### config.mk
export PLATFORM = sky130hd
export DESIGN_NAME = elevator_controller_flat
export DESIGN_NICKNAME = d
export VERILOG_FILES = /design/src/rtl/elevator_pkg.sv /design/src/rtl/elevator_controller_if.sv /design/src/rtl/elevator_controller_door_timer.sv /design/src/rtl/elevator_controller.sv /design/src/flat_wrapper.sv
export SDC_FILE = /design/constraint.sdc
export NUM_CORES = 1
export LEC_CHECK = 0
export BUFFER_PORTS_ARGS = -buffer_cell sky130_fd_sc_hd__buf_2
export CAP_MARGIN = 10
export CELL_PAD_IN_SITES_DETAIL_PLACEMENT = 1
export CELL_PAD_IN_SITES_GLOBAL_PLACEMENT = 1
export CORE_UTILIZATION = 25
export CTS_CLUSTER_DIAMETER = 200
export DETAILED_ROUTE_END_ITERATION = 8
export PLACE_DENSITY_LB_ADDON = 0.1
export RECOVER_POWER = 50
export REMOVE_ABC_BUFFERS = 1
export SETUP_SLACK_MARGIN = 0.1
export SLEW_MARGIN = 20
export SYNTH_ARGS = -nofsm -noshare
export SYNTH_HDL_FRONTEND = slang
export SYNTH_SLANG_ARGS = --single-unit
export TNS_END_PERCENT = 10
### constraint.sdc
create_clock -name clk -period 6.4 [get_ports clk]
set_clock_uncertainty 0.15 [all_clocks]
set_input_delay 0.32 -clock clk [delete_from_list [all_inputs] [get_ports clk]]
set_output_delay 0.32 -clock clk [all_outputs]
set_load 0.01 [all_outputs]
### src/rtl/elevator_pkg.sv
// Shared types and helpers for the elevator blocks: floor encoding, request
// masks and the controller state codes.
package elevator_pkg;

    localparam int NUM_FLOORS = 3;

    typedef logic [1:0]            floor_t;
    typedef logic [NUM_FLOORS-1:0] floor_mask_t;

    localparam logic [1:0] IDLE      = 2'd0;
    localparam logic [1:0] MOVING    = 2'd1;
    localparam logic [1:0] DOOR_OPEN = 2'd2;
    localparam logic [1:0] HALT      = 2'd3;

    function automatic floor_mask_t floor_onehot(floor_t f);
        return floor_mask_t'(1) << f;
    endfunction

    function automatic floor_mask_t floors_above(floor_t f);
        floor_mask_t m;
        for (int i = 0; i < NUM_FLOORS; i++) begin
            m[i] = (i > int'(f));
        end
        return m;
    endfunction

    function automatic floor_mask_t floors_below(floor_t f);
        floor_mask_t m;
        for (int i = 0; i < NUM_FLOORS; i++) begin
            m[i] = (i < int'(f));
        end
        return m;
    endfunction

endpackage

### src/rtl/elevator_controller_if.sv
// Button/sensor inputs and car status outputs of the elevator controller.
interface elevator_controller_if;
    import elevator_pkg::*;

    logic        button1;
    logic        button2;
    logic        button3;
    logic        move_clk;
    logic        sos_mode;
    logic        weight_limit_exceeded;
    logic        moving;
    logic        direction_up;
    floor_t      current_floor;
    logic        door_open;
    floor_mask_t pending;
    logic        arrived;

    modport master (
        output button1, button2, button3, move_clk, sos_mode, weight_limit_exceeded,
        input  moving, direction_up, current_floor, door_open, pending, arrived
    );

    modport slave (
        input  button1, button2, button3, move_clk, sos_mode, weight_limit_exceeded,
        output moving, direction_up, current_floor, door_open, pending, arrived
    );

endinterface

### src/rtl/elevator_controller_door_timer.sv
// Loadable down-counter for the door-open interval; done while the count is zero.
module door_timer #(
    parameter int CYCLES = 20
) (
    input  logic clk,
    input  logic reset,
    input  logic load,
    input  logic hold,
    output logic done
);

    localparam int W = $clog2(CYCLES);

    logic [W-1:0] count;

    // Load wins over counting; the count parks at zero until the next load.
    always_ff @(posedge clk or posedge reset) begin
        if (reset) begin
            count <= '0;
        end else if (load) begin
            count <= W'(CYCLES - 1);
        end else if (!hold && count != '0) begin
            count <= count - W'(1);
        end
    end

    assign done = (count == '0);

endmodule

### src/rtl/elevator_controller.sv
// Three-floor elevator scheduler: latches requests, picks direction with a
// collective (SCAN) policy, steps floors on move ticks and runs the door interval.
module elevator_controller
    import elevator_pkg::*;
#(
    parameter int DOOR_CYCLES = 20,
    parameter int RESET_FLOOR = 0
) (
    input  logic                 clk,
    input  logic                 reset,
    elevator_controller_if.slave bus
);

    logic [1:0]  state, state_next;
    floor_t      floor_q, floor_next;
    logic        dir_up_q, dir_up_next;
    floor_mask_t pending_q, pending_next;
    logic        door_q, door_next;
    logic        arrived_q, arrived_next;
    logic        move_clk_q;

    floor_mask_t buttons, here, ahead, behind, step_mask, set_mask, clear_mask;
    floor_t      step_floor;
    logic        tick, here_pressed, hold_door, timer_load, timer_done;

    assign buttons      = {bus.button3, bus.button2, bus.button1};
    assign here         = floor_onehot(floor_q);
    assign here_pressed = |(buttons & here);
    assign hold_door    = bus.weight_limit_exceeded | here_pressed;
    assign ahead        = dir_up_q ? floors_above(floor_q) : floors_below(floor_q);
    assign behind       = dir_up_q ? floors_below(floor_q) : floors_above(floor_q);
    assign step_floor   = dir_up_q ? floor_q + 2'd1 : floor_q - 2'd1;
    assign step_mask    = floor_onehot(step_floor);
    assign tick         = bus.move_clk & ~move_clk_q;

    // A press for the floor the car is parked at opens the door instead of queueing.
    assign set_mask = (state == IDLE || state == DOOR_OPEN) ? (buttons & ~here) : buttons;

    always_comb begin
        state_next   = state;
        floor_next   = floor_q;
        dir_up_next  = dir_up_q;
        door_next    = door_q;
        arrived_next = 1'b0;
        clear_mask   = '0;
        timer_load   = 1'b0;

        if (bus.sos_mode) begin
            state_next = HALT;
        end else begin
            case (state)
                IDLE: begin
                    if (!bus.weight_limit_exceeded) begin
                        if (|(pending_q & here)) begin
                            clear_mask   = here;
                            arrived_next = 1'b1;
                            door_next    = 1'b1;
                            timer_load   = 1'b1;
                            state_next   = DOOR_OPEN;
                        end else if (here_pressed) begin
                            door_next  = 1'b1;
                            timer_load = 1'b1;
                            state_next = DOOR_OPEN;
                        end else if (|(pending_q & ahead)) begin
                            state_next = MOVING;
                        end else if (|(pending_q & behind)) begin
                            dir_up_next = ~dir_up_q;
                            state_next  = MOVING;
                        end
                    end
                end
                MOVING: begin
                    // Requests are never dropped in flight, so a target stays ahead;
                    // falling back to IDLE keeps the car inside the shaft regardless.
                    if (!(|(pending_q & ahead))) begin
                        state_next = IDLE;
                    end else if (tick) begin
                        floor_next = step_floor;
                        if (|(pending_q & step_mask)) begin
                            clear_mask   = step_mask;
                            arrived_next = 1'b1;
                            door_next    = 1'b1;
                            timer_load   = 1'b1;
                            state_next   = DOOR_OPEN;
                        end
                    end
                end
                DOOR_OPEN: begin
                    if (hold_door) begin
                        timer_load = 1'b1;
                    end else if (timer_done) begin
                        door_next  = 1'b0;
                        state_next = IDLE;
                    end
                end
                default: begin
                    if (door_q) begin
                        timer_load = 1'b1;
                        state_next = DOOR_OPEN;
                    end else begin
                        state_next = IDLE;
                    end
                end
            endcase
        end

        pending_next = (pending_q | set_mask) & ~clear_mask;
    end

    always_ff @(posedge clk or posedge reset) begin
        if (reset) begin
            state      <= IDLE;
            floor_q    <= floor_t'(RESET_FLOOR);
            dir_up_q   <= 1'b1;
            pending_q  <= '0;
            door_q     <= 1'b0;
            arrived_q  <= 1'b0;
            move_clk_q <= 1'b0;
        end else begin
            state      <= state_next;
            floor_q    <= floor_next;
            dir_up_q   <= dir_up_next;
            pending_q  <= pending_next;
            door_q     <= door_next;
            arrived_q  <= arrived_next;
            move_clk_q <= bus.move_clk;
        end
    end

    door_timer #(
        .CYCLES (DOOR_CYCLES)
    ) u_door_timer (
        .clk   (clk),
        .reset (reset),
        .load  (timer_load),
        .hold  (state != DOOR_OPEN),
        .done  (timer_done)
    );

    assign bus.moving        = (state == MOVING);
    assign bus.direction_up  = dir_up_q;
    assign bus.current_floor = floor_q;
    assign bus.door_open     = door_q;
    assign bus.pending       = pending_q;
    assign bus.arrived       = arrived_q;

endmodule

### src/flat_wrapper.sv
// flat-port wrapper written by rule: the top's interface ports become plain ports
module elevator_controller_flat import elevator_pkg::*;
#(
    parameter int DOOR_CYCLES = 20,
    parameter int RESET_FLOOR = 0
)
  (clk, reset, bus_button1, bus_button2, bus_button3, bus_move_clk, bus_sos_mode, bus_weight_limit_exceeded, bus_moving, bus_direction_up, bus_current_floor, bus_door_open, bus_pending, bus_arrived);
  elevator_controller_if bus_i ();
  input  logic clk;
  input  logic reset;
  input wire logic [$bits(bus_i.button1)-1:0] bus_button1;
  input wire logic [$bits(bus_i.button2)-1:0] bus_button2;
  input wire logic [$bits(bus_i.button3)-1:0] bus_button3;
  input wire logic [$bits(bus_i.move_clk)-1:0] bus_move_clk;
  input wire logic [$bits(bus_i.sos_mode)-1:0] bus_sos_mode;
  input wire logic [$bits(bus_i.weight_limit_exceeded)-1:0] bus_weight_limit_exceeded;
  output wire logic [$bits(bus_i.moving)-1:0] bus_moving;
  output wire logic [$bits(bus_i.direction_up)-1:0] bus_direction_up;
  output wire logic [$bits(bus_i.current_floor)-1:0] bus_current_floor;
  output wire logic [$bits(bus_i.door_open)-1:0] bus_door_open;
  output wire logic [$bits(bus_i.pending)-1:0] bus_pending;
  output wire logic [$bits(bus_i.arrived)-1:0] bus_arrived;
  assign bus_i.button1 = bus_button1;
  assign bus_i.button2 = bus_button2;
  assign bus_i.button3 = bus_button3;
  assign bus_i.move_clk = bus_move_clk;
  assign bus_i.sos_mode = bus_sos_mode;
  assign bus_i.weight_limit_exceeded = bus_weight_limit_exceeded;
  assign bus_moving = bus_i.moving;
  assign bus_direction_up = bus_i.direction_up;
  assign bus_current_floor = bus_i.current_floor;
  assign bus_door_open = bus_i.door_open;
  assign bus_pending = bus_i.pending;
  assign bus_arrived = bus_i.arrived;
  elevator_controller #(.DOOR_CYCLES(DOOR_CYCLES), .RESET_FLOOR(RESET_FLOOR)) u_core (.clk(clk), .reset(reset), .bus(bus_i));
endmodule
Word-level counts from Yosys, hierarchy flattened
Cells that the tools add are included.
Operators by class
  shift-type cells: 2
  magnitude comparators: 5
  bitwise operators: 19
  reduce and logical (&&, ||, !) cells: 17
  mux-type cells: 49
  add/sub/neg operators: 3
  $mul: 0
  div/mod/pow operators: 0
  equal/unequal tests: 16
Operators with widths (number)
  $mux 3: 9
  $mux 2: 13
  $and 3x3->3: 7
  $mux 1: 20
  $reduce_or 3->1: 5
  $mux 5: 2
  $reduce_and 9->1: 1
  $ne 2x1->1 const B: 4
  $not 1->1: 7
  $reduce_and 7->1: 1
  $ne 2x2->1 const B: 3
  $ne 3x2->1 const B: 2
  $ne 3x3->1 const B: 2
  $ne 6x5->1 const B: 1
  $not 3->3: 2
  $pmux 1 s3: 2
  $pmux 2 s3: 1
  $pmux 3 s2: 1
  $reduce_and 6->1: 1
  $shl 1x2->3 const A: 2
  $logic_not 5->1: 1
  $reduce_bool 5->1: 1
  $sub 5x1->5 const B: 1
  $lt 1x2->1 const A: 2
  other kinds (20): 20
Storage, ports and cells
  word-level logic and storage cells: 119
  bits of input ports: 8
  memory bits (writable): 0
  latch bits: 0
  ROM bits: 0
  memories: 0
  bits in registers: 16

Longest topological paths before layout
Gate-level depths: netlist of the first run.
  depth in word-level cells: 12
  mapped depth: 7
  depth with buffers taken out: 7

By module
From an unflattened synthesis of the first run, not the netlist that was laid out.
Second synthesis, totals
  cell total of the unflattened synthesis: 134
  area total of the unflattened synthesis: 1151.1 um2
Modules (own cells, without submodules)
  elevator_controller: cells an instance 107, area each 869.6 um2, seq. area each 276.5 um2, times used 1
  door_timer: cells an instance 27, area each 281.5 um2, seq. area each 125.1 um2, times used 1

Worst setup path before layout of the first run
No wires, ideal clock.
  path type: register -> register
  from: register u_core.floor_q[0], in the netlist u_core.bus.current_floor[0]
  to: register u_core.u_door_timer.count[2]
  data arrival time: 2.100 ns
  required time: 6.131 ns
  stages on the path, launching flop included: 8
  buffers on the path: 0
  slack: 4.031 ns
  path through: dfrtp_1 -> inv_1 -> ha_1 -> xnor2_1 -> or3_1 -> a31oi_4 -> a31oi_1 -> o21a_1
On the way
  cells in the longest elaborated chain, start to end: 11
Ends and longest elaborated chain
  start: declaration: RTL line elevator_controller.sv:15  | floor_t floor_q, floor_next;
  start signal: assignment: RTL line elevator_controller.sv:113  | floor_q <= floor_t'(RESET_FLOOR);
  start signal: assignment: RTL line elevator_controller.sv:121  | floor_q <= floor_next;
  $sub 2x1->2 / $add 2x1->2 (equally long branches): RTL line elevator_controller.sv:32  | assign step_floor = dir_up_q ? floor_q + 2'd1 : floor_q - 2'd1;
  $mux 2: RTL line elevator_controller.sv:32
  $shl 1x2->3: RTL line elevator_pkg.sv:16  | return floor_mask_t'(1) << f;
  $and 3x3->3: RTL line elevator_controller.sv:79  | if (|(pending_q & step_mask)) begin
  $reduce_or 3->1: RTL line elevator_controller.sv:79
  $mux 1: RTL line elevator_controller.sv:79
  $mux 1: RTL line elevator_controller.sv:77  | end else if (tick) begin
  $mux 1: RTL line elevator_controller.sv:75  | if (!(|(pending_q & ahead))) begin
  $pmux 1 s3 *: RTL line elevator_controller.sv:51  | case (state)
  $mux 1 *: RTL line elevator_controller.sv:48  | if (bus.sos_mode) begin
  $mux 5 / $reduce_bool 2->1 (equally long branches)
  end signal: assignment: RTL line elevator_controller_door_timer.sv:21  | count <= W'(CYCLES - 1);
  end signal: assignment: RTL line elevator_controller_door_timer.sv:23  | count <= count - W'(1);
  end: declaration: RTL line elevator_controller_door_timer.sv:14  | logic [W-1:0] count;
Every way passes the cells marked *; elsewhere a longest branch is shown, timed or not.
A chain may end at the register's enable or synchronous reset.

Worst setup path after layout of the first run
  from: register u_core.floor_q[0], in the netlist u_core.bus.current_floor[0]
  to: register u_core.u_door_timer.count[3]
The elaborated chain is that of the path after synthesis.

==> results.toml, run 1 <==
[placement]
port_buffers = 16
hpwlAfterDp_mm = 2.50
gp_congestion = 0.744
placedCellCount = 190

[clock_tree]
hold_buffer_count_at_cts = 0
post-cts-setup-buffer-count = 0
cts_buffers = 3
worst_setup_hold_path_clk_slew_ns = 0.07
cts.htree.levels = 1
cts_num_sinks = 16
cts_tree = "yes"
clock_tree.buffer_depth = 2
insertion_delay_to_the_later_sink_of_the_worst_skew_pair_ns = 0.25
clk_root_buffer_cell = "sky130_fd_sc_hd__clkbuf_8"
ctsResizeCount = 0

[floorplanning]
start_util_pct = 26.0
floorplan.die_area_um2 = 4770
core.rowCount = 24
floorplan.io_pins = 17
die_y_um = 69.1
die_width_um = 69.1
floorplan.core_area_um2 = 4320

[drt]
drt_iter0_markers = 41
drc = 0
drt_wl_total_mm = 3.28
dr_wl_cell_um = 16.9
antenna_violating_nets_post_route = 0
routed_via_density = 5.35
dr.pass1.iters = 4
detailroute.via_count = 1037

[sta]
fin_crit_period_ns = 2.70
hold_violations = 0
worst_slew_pin_slew_ns = 0.702
setup_tns_ns = 0
clock.fmax_mhz = 370
setup_violations = 0
rsz_0062_raised_after_global_routing = "no"
slew-limit-headroom_pct = 53.1
fin_crit_sh_pct = 42.2
slew_violations = 0

[setup_path]
end_kind = "flop"
critical_r2r_launch = "u_core.bus.current_floor[0]$_DFFE_PP0P_"
data_arrival_time_of_the_critical_path_ns = 2.69
path_class = "flop to flop"
r2r_setup_slack_ns = 3.70
max_fo_critical_path = 10
cp_data_required_time_ns = 6.39
capturing_point_of_the_worst_reg2reg_path = "u_core.u_door_timer.count[3]$_DFFE_PP0P_"
startpoint_types = "flop"
r2r.worst_path.cells = 7

[logic_synthesis]
mappedNetlistArea_um2 = 1120
async_flop_share_pct = 100
post_synth_inst_count = 125
synth_area_leaders = "sky130_fd_sc_hd__dfrtp_1 33%, sky130_fd_sc_hd__ha_1 7.8%, sky130_fd_sc_hd__nor2_1 4.7%"
avgSynthCellArea_um2 = 9.00
synth_largest_type_area_fraction_pct = 33.4
synth.largest_area_cell = "sky130_fd_sc_hd__dfrtp_1"
synth.lib_cells_used.distinct = 42
synth-edff-count = 0
seq_area_frac_synth_pct = 35.7
synth-warning-count = 0
predominant_post_synthesis_flop_cell = "sky130_fd_sc_hd__dfrtp_1"
synthesized_flop_and_latch_total = 16

[global_route]
first_global_vias = 1113
wire_length_of_the_first_global_routing_pass_mm = 5.63
grt_usage_pct = 14.5
initial_antenna_violation_count = 0
gr_overflow_total = 0
grt_max_degree = 17

[hold_path]
holdCritPathClass = "primary input to asynchronous set/reset pin"

[power]
p_leak_nw = 0.550
cellPowerDensity_nw_per_um2 = 400
irDropWorstVdd_uv = 165
totalPowerFinal_mw = 0.523

[run]
timing.max_cap.violations = 0

[outcome]
run_status = "finished clean"

[cells_and_area]
diodes = 0
non_filler_instances = 194
multiInputGateArea_um2 = 677
layout.area.seq_um2 = 402
final_stage_net_count = 158
layout.filler_cells = 540
syn2layout_area_growth_pct = 16.4
drive_gt1_share_pct = 15.5
==> report_power, final <==
group / leakage, nW / total (mW) / switching (mW) / internal, mW
combinational: 0.348 / 0.259 / 0.157 / 0.102
sequential: 0.173 / 0.171 / 0.0434 / 0.128
clock: 0.0288 / 0.0923 / 0.0377 / 0.0546
total: 0.550 / 0.523 / 0.238 / 0.285
==> worst max path at each step <==
stage,cells past startpoint,end,slack [ns],start
3_5_place_dp,7,u_core.u_door_timer.count[0]$_DFFE_PP0P_,3.68,u_core.bus.current_floor[0]$_DFFE_PP0P_
4_1_cts,7,u_core.u_door_timer.count[0]$_DFFE_PP0P_,3.67,u_core.bus.current_floor[0]$_DFFE_PP0P_
2_1_floorplan,7,u_core.u_door_timer.count[2]$_DFFE_PP0P_,4.03,u_core.bus.current_floor[0]$_DFFE_PP0P_
5_1_grt,7,u_core.u_door_timer.count[0]$_DFFE_PP0P_,3.48,u_core.bus.current_floor[0]$_DFFE_PP0P_
3_3_place_gp,7,u_core.u_door_timer.count[3]$_DFFE_PP0P_,3.75,u_core.bus.current_floor[0]$_DFFE_PP0P_
6_report,7,u_core.u_door_timer.count[3]$_DFFE_PP0P_,3.70,u_core.bus.current_floor[0]$_DFFE_PP0P_
==> worst max-delay path: stages (launching register included) <==
cell	delay, ns
sky130_fd_sc_hd__dfrtp_1	0.53
sky130_fd_sc_hd__inv_1	0.15
sky130_fd_sc_hd__ha_1	0.33
sky130_fd_sc_hd__xnor2_1	0.21
sky130_fd_sc_hd__or3_1	0.40
sky130_fd_sc_hd__a31oi_4	0.29
sky130_fd_sc_hd__a31oi_1	0.28
sky130_fd_sc_hd__o21a_1	0.25
==> cell type report <==
type                            count  area share [%]
Timing Repair Buffer               16            5.83
Inverter                            9            2.58
Multi-Input combinational cell     97            51.7
Clock buffer                        4            4.21
Sequential cell                    16            30.7
Tap cell                           52            4.97
==> Yosys cell counts (all sizes together), types with 2 or more instances <==
| cell type | n |
|---|---|
| o221ai | 2 |
| o21a | 3 |
| nor4b | 2 |
| o21ai | 11 |
| nor2b | 3 |
| a311o | 2 |
| ha | 7 |
| and2 | 2 |
| nor2 | 14 |
| nand2b | 2 |
| or3b | 2 |
| nand2 | 7 |
| a222oi | 2 |
| a311oi | 2 |
| dfrtp | 15 |
| a21oi | 7 |
| xnor2 | 4 |
| nand4 | 2 |
| inv | 9 |
| a31oi | 5 |
| nand3 | 3 |
| buf | 2 |
| or3 | 2 |
==> metrics by stage <==
stage	util [%]	cell area [um^2]	hold slack, ns	setup WS [ns]
2_1_floorplan	-	1110	0.0830	4.03
3_3_place_gp	29.1	1260	0.292	3.75
3_5_place_dp	29.1	1260	0.309	3.68
4_1_cts	30.4	1310	0.0437	3.67
5_1_grt	30.3	1310	0.0405	3.48
6_report	30.3	1310	0.0205	3.70
==> routing by layer <==
layer  GRT usage, %  vias up  share of wire, %
met4           3.40        0              0.58
li1               -      498                 -
met1           18.8      531                48
met2           25.6        6                50
met5              0        -                 0
met3           1.90        2               1.4
==> cells in the final DEF, fill, tap and decap left out, types with 3 or more instances in the layout <==
master	Yosys	final
sky130_fd_sc_hd__a21oi_1	7	7
sky130_fd_sc_hd__a31oi_1	4	4
sky130_fd_sc_hd__buf_2	1	13
sky130_fd_sc_hd__clkbuf_1	1	3
sky130_fd_sc_hd__clkbuf_8	0	4
sky130_fd_sc_hd__dfrtp_1	15	15
sky130_fd_sc_hd__ha_1	7	7
sky130_fd_sc_hd__inv_1	9	9
sky130_fd_sc_hd__nand2_1	7	7
sky130_fd_sc_hd__nand3_1	3	3
sky130_fd_sc_hd__nor2_1	14	14
sky130_fd_sc_hd__nor2b_1	3	3
sky130_fd_sc_hd__o21a_1	3	3
sky130_fd_sc_hd__o21ai_0	8	8
sky130_fd_sc_hd__o21ai_1	3	3
sky130_fd_sc_hd__xnor2_1	4	4
==> logic make-up after synthesis <==
kind of cell | after synthesis | share of synthesized area [%]
XOR/XNOR | 4 | 3.11
flip-flops | 16 | 35.7
adder cells (fa/ha/maj) | 7 | 7.79
AND/OR/NAND/NOR | 45 | 22.7
AO/OA/AOI/OAI | 40 | 25.7
multiplexers | 1 | 0.890
buffers and inverters | 12 | 4.11
==> sequential cells by signal, indices dropped and copies added (netlist names) <==
| register | cells |
|---|---|
| u_core.bus.arrived | 1 |
| u_core.bus.current_floor | 2 |
| u_core.bus.direction_up | 1 |
| u_core.bus.door_open | 1 |
| u_core.bus.pending | 3 |
| u_core.move_clk_q | 1 |
| u_core.state | 2 |
| u_core.u_door_timer.count | 5 |
(Power assumes the default switching activity.)
==> run 2: changes to the inputs <==
clock period = 2.5 ns   (was 6.4 ns; I/O delays follow)
==> run 2 against run 1 <==
Compared with the run above: die area did not move; global-route usage increased by 0.27 points; final area is 9.9% higher; clock power rose to 2.6 times the previous value; register-to-register slack lost 3.5 ns; fmax up 17%.
==> results.toml, run 2 (same netlist as run 1, synthesis figures left out) <==
[sta]
hold_violations = 0
clock.fmax_mhz = 435
fin_crit_period_ns = 2.30
setup_violations = 0
rsz_0062_raised_after_global_routing = "yes"
whs_ns = 0.0903
final_critical_path_setup_slack_ns = 0.202
worst_slew_pin_slew_ns = 0.667
setup_tns_ns = 0
slew_violations = 0
fin_crit_sh_pct = 91.9
slew-limit-headroom_pct = 55.5

[setup_path]
r2r_setup_slack_ns = 0.20
data_arrival_time_of_the_critical_path_ns = 2.27
max_fo_critical_path = 6
end_kind = "flop"
cp_data_required_time_ns = 2.47
path_class = "flop to flop"
critical_r2r_launch = "u_core.bus.current_floor[0]$_DFFE_PP0P_"
r2r.worst_path.cells = 7
startpoint_types = "flop"
capturing_point_of_the_worst_reg2reg_path = "u_core.bus.pending[0]$_DFF_PP0_"

[floorplanning]
floorplan.die_area_um2 = 4770
floorplan.core_area_um2 = 4320
floorplan.io_pins = 17
die_width_um = 69.1
die_y_um = 69.1
core.rowCount = 24
start_util_pct = 26.0

[clock_tree]
worst_setup_hold_path_clk_slew_ns = 0.07
cts_buffers = 3
insertion_delay_to_the_later_sink_of_the_worst_skew_pair_ns = 0.25
cts_tree = "yes"
clock_tree.buffer_depth = 2
clk_root_buffer_cell = "sky130_fd_sc_hd__clkbuf_8"
cts.htree.levels = 1
cts_num_sinks = 16

[cells_and_area]
layout.filler_cells = 521
regMostFlops = "u_core.u_door_timer.count"
layout.cells.most_common_list = "14 x sky130_fd_sc_hd__nor2_1, 14 x sky130_fd_sc_hd__dfrtp_1, 11 x sky130_fd_sc_hd__buf_2"
multiInputGateArea_um2 = 728
final_stage_net_count = 168
diodes = 0
layout.area.seq_um2 = 403
largest_reg_flops = 5
drive_gt1_share_pct = 24.3
syn2layout_area_growth_pct = 27.9

[global_route]
wire_length_of_the_first_global_routing_pass_mm = 5.56
grt_usage_pct = 14.8
first_global_vias = 1160
gr_overflow_total = 0
grt_max_degree = 17
initial_antenna_violation_count = 0

[placement]
port_buffers = 16
detailedPlace.worstSlack_ns = 0.0884
gp_congestion = 0.765
hpwlAfterDp_mm = 2.58

[drt]
drt_iter0_markers = 41
dr.pass1.iters = 4
dr_wl_cell_um = 16.8
drc = 0
drt_wl_total_mm = 3.43
antenna_violating_nets_post_route = 0
routed_via_density = 5.19
detailroute.via_count = 1058

[power]
cellPowerDensity_nw_per_um2 = 1070
p_leak_nw = 0.601
irDropWorstVdd_uv = 526

[hold_path]
worst_hold_path.endpoint = "u_core.bus.pending[2]$_DFF_PP0_"
holdCritPathClass = "primary input to flop"
worst_hold_startpoint = "bus_button3"
whs_path_depth = 3

[run]
timing.max_cap.violations = 0

[outcome]
run_status = "finished clean"
[run 2: changes by cell type in the layout (fill, tap and decap cells not counted), moves of 2 or more]
cell                            change
sky130_fd_sc_hd__inv_2              +2
sky130_fd_sc_hd__inv_1              -2
sky130_fd_sc_hd__buf_4              +8
sky130_fd_sc_hd__clkbuf_1           +2
sky130_fd_sc_hd__dlygate4sd3_1      +2
sky130_fd_sc_hd__buf_2              -2
[run 2: power by group]
part,internal (mW),switching (mW),total (mW)
sequential,0.330,0.0912,0.421
clock,0.140,0.0994,0.239
combinational,0.397,0.482,0.879
total,0.867,0.672,1.54
[run 2: worst max-delay path by stage]
stage | startpoint | end | slack, ns
final | u_core.bus.current_floor[0]$_DFFE_PP0P_ | u_core.bus.pending[0]$_DFF_PP0_ | 0.20
after global routing | u_core.bus.current_floor[0]$_DFFE_PP0P_ | u_core.bus.pending[2]$_DFF_PP0_ | 0.07
after CTS | u_core.bus.current_floor[1]$_DFFE_PP0P_ | u_core.u_door_timer.count[3]$_DFFE_PP0P_ | 0.07
after detailed placement | u_core.bus.current_floor[0]$_DFFE_PP0P_ | u_core.u_door_timer.count[3]$_DFFE_PP0P_ | 0.09
after global placement | u_core.bus.current_floor[0]$_DFFE_PP0P_ | u_core.bus.pending[0]$_DFF_PP0_ | 0.16
after floorplan | u_core.bus.current_floor[0]$_DFFE_PP0P_ | u_core.u_door_timer.count[2]$_DFFE_PP0P_ | 0.13
[run 2: what timing repair did]
| item | CTS | global route |
|---|---|---|
| pin swaps | 0 | 3 |
| resized for setup | 0 | 11 |
| hold buffers | 2 | 0 |
| endpoints found under the setup margin | 4 | 13 |
| endpoints found under the hold margin | 16 | 0 |
| setup buffers | 0 | 2 |
[run 2: per-layer routing]
metal  wire length (um)  GRT usage, %
met5                  0             0
met4                 20          3.17
met3                 71          3.36
met2               1760          26.1
met1               1570          18.3
[run 2: worst max-delay path, stage by stage (launching register included)]
cell	delay, ns
sky130_fd_sc_hd__dfrtp_1	0.42
sky130_fd_sc_hd__inv_2	0.12
sky130_fd_sc_hd__ha_4	0.23
sky130_fd_sc_hd__xnor2_4	0.14
sky130_fd_sc_hd__or3b_4	0.39
sky130_fd_sc_hd__a31oi_4	0.25
sky130_fd_sc_hd__nor4b_4	0.31
sky130_fd_sc_hd__a31oi_1	0.14
[run 2: through the flow]
step                      power, mW  instances  cell area, um^2  utilization, %
after floorplan               0.906        122             1110               -
after global placement         1.17        196             1300            30.1
after detailed placement       1.18        196             1300            30.1
after CTS                      1.43        202             1380            31.9
after global routing           1.67        204             1440            33.3
final                          1.54        204             1440            33.3
[run 2: area by class of cell]
class | count | share of cell area [%]
Clock buffer | 4 | 3.83
Inverter | 9 | 2.35
Multi-Input combinational cell | 97 | 50.6
Sequential cell | 16 | 28.0
Tap cell | 52 | 4.52
Timing Repair Buffer | 26 | 10.7
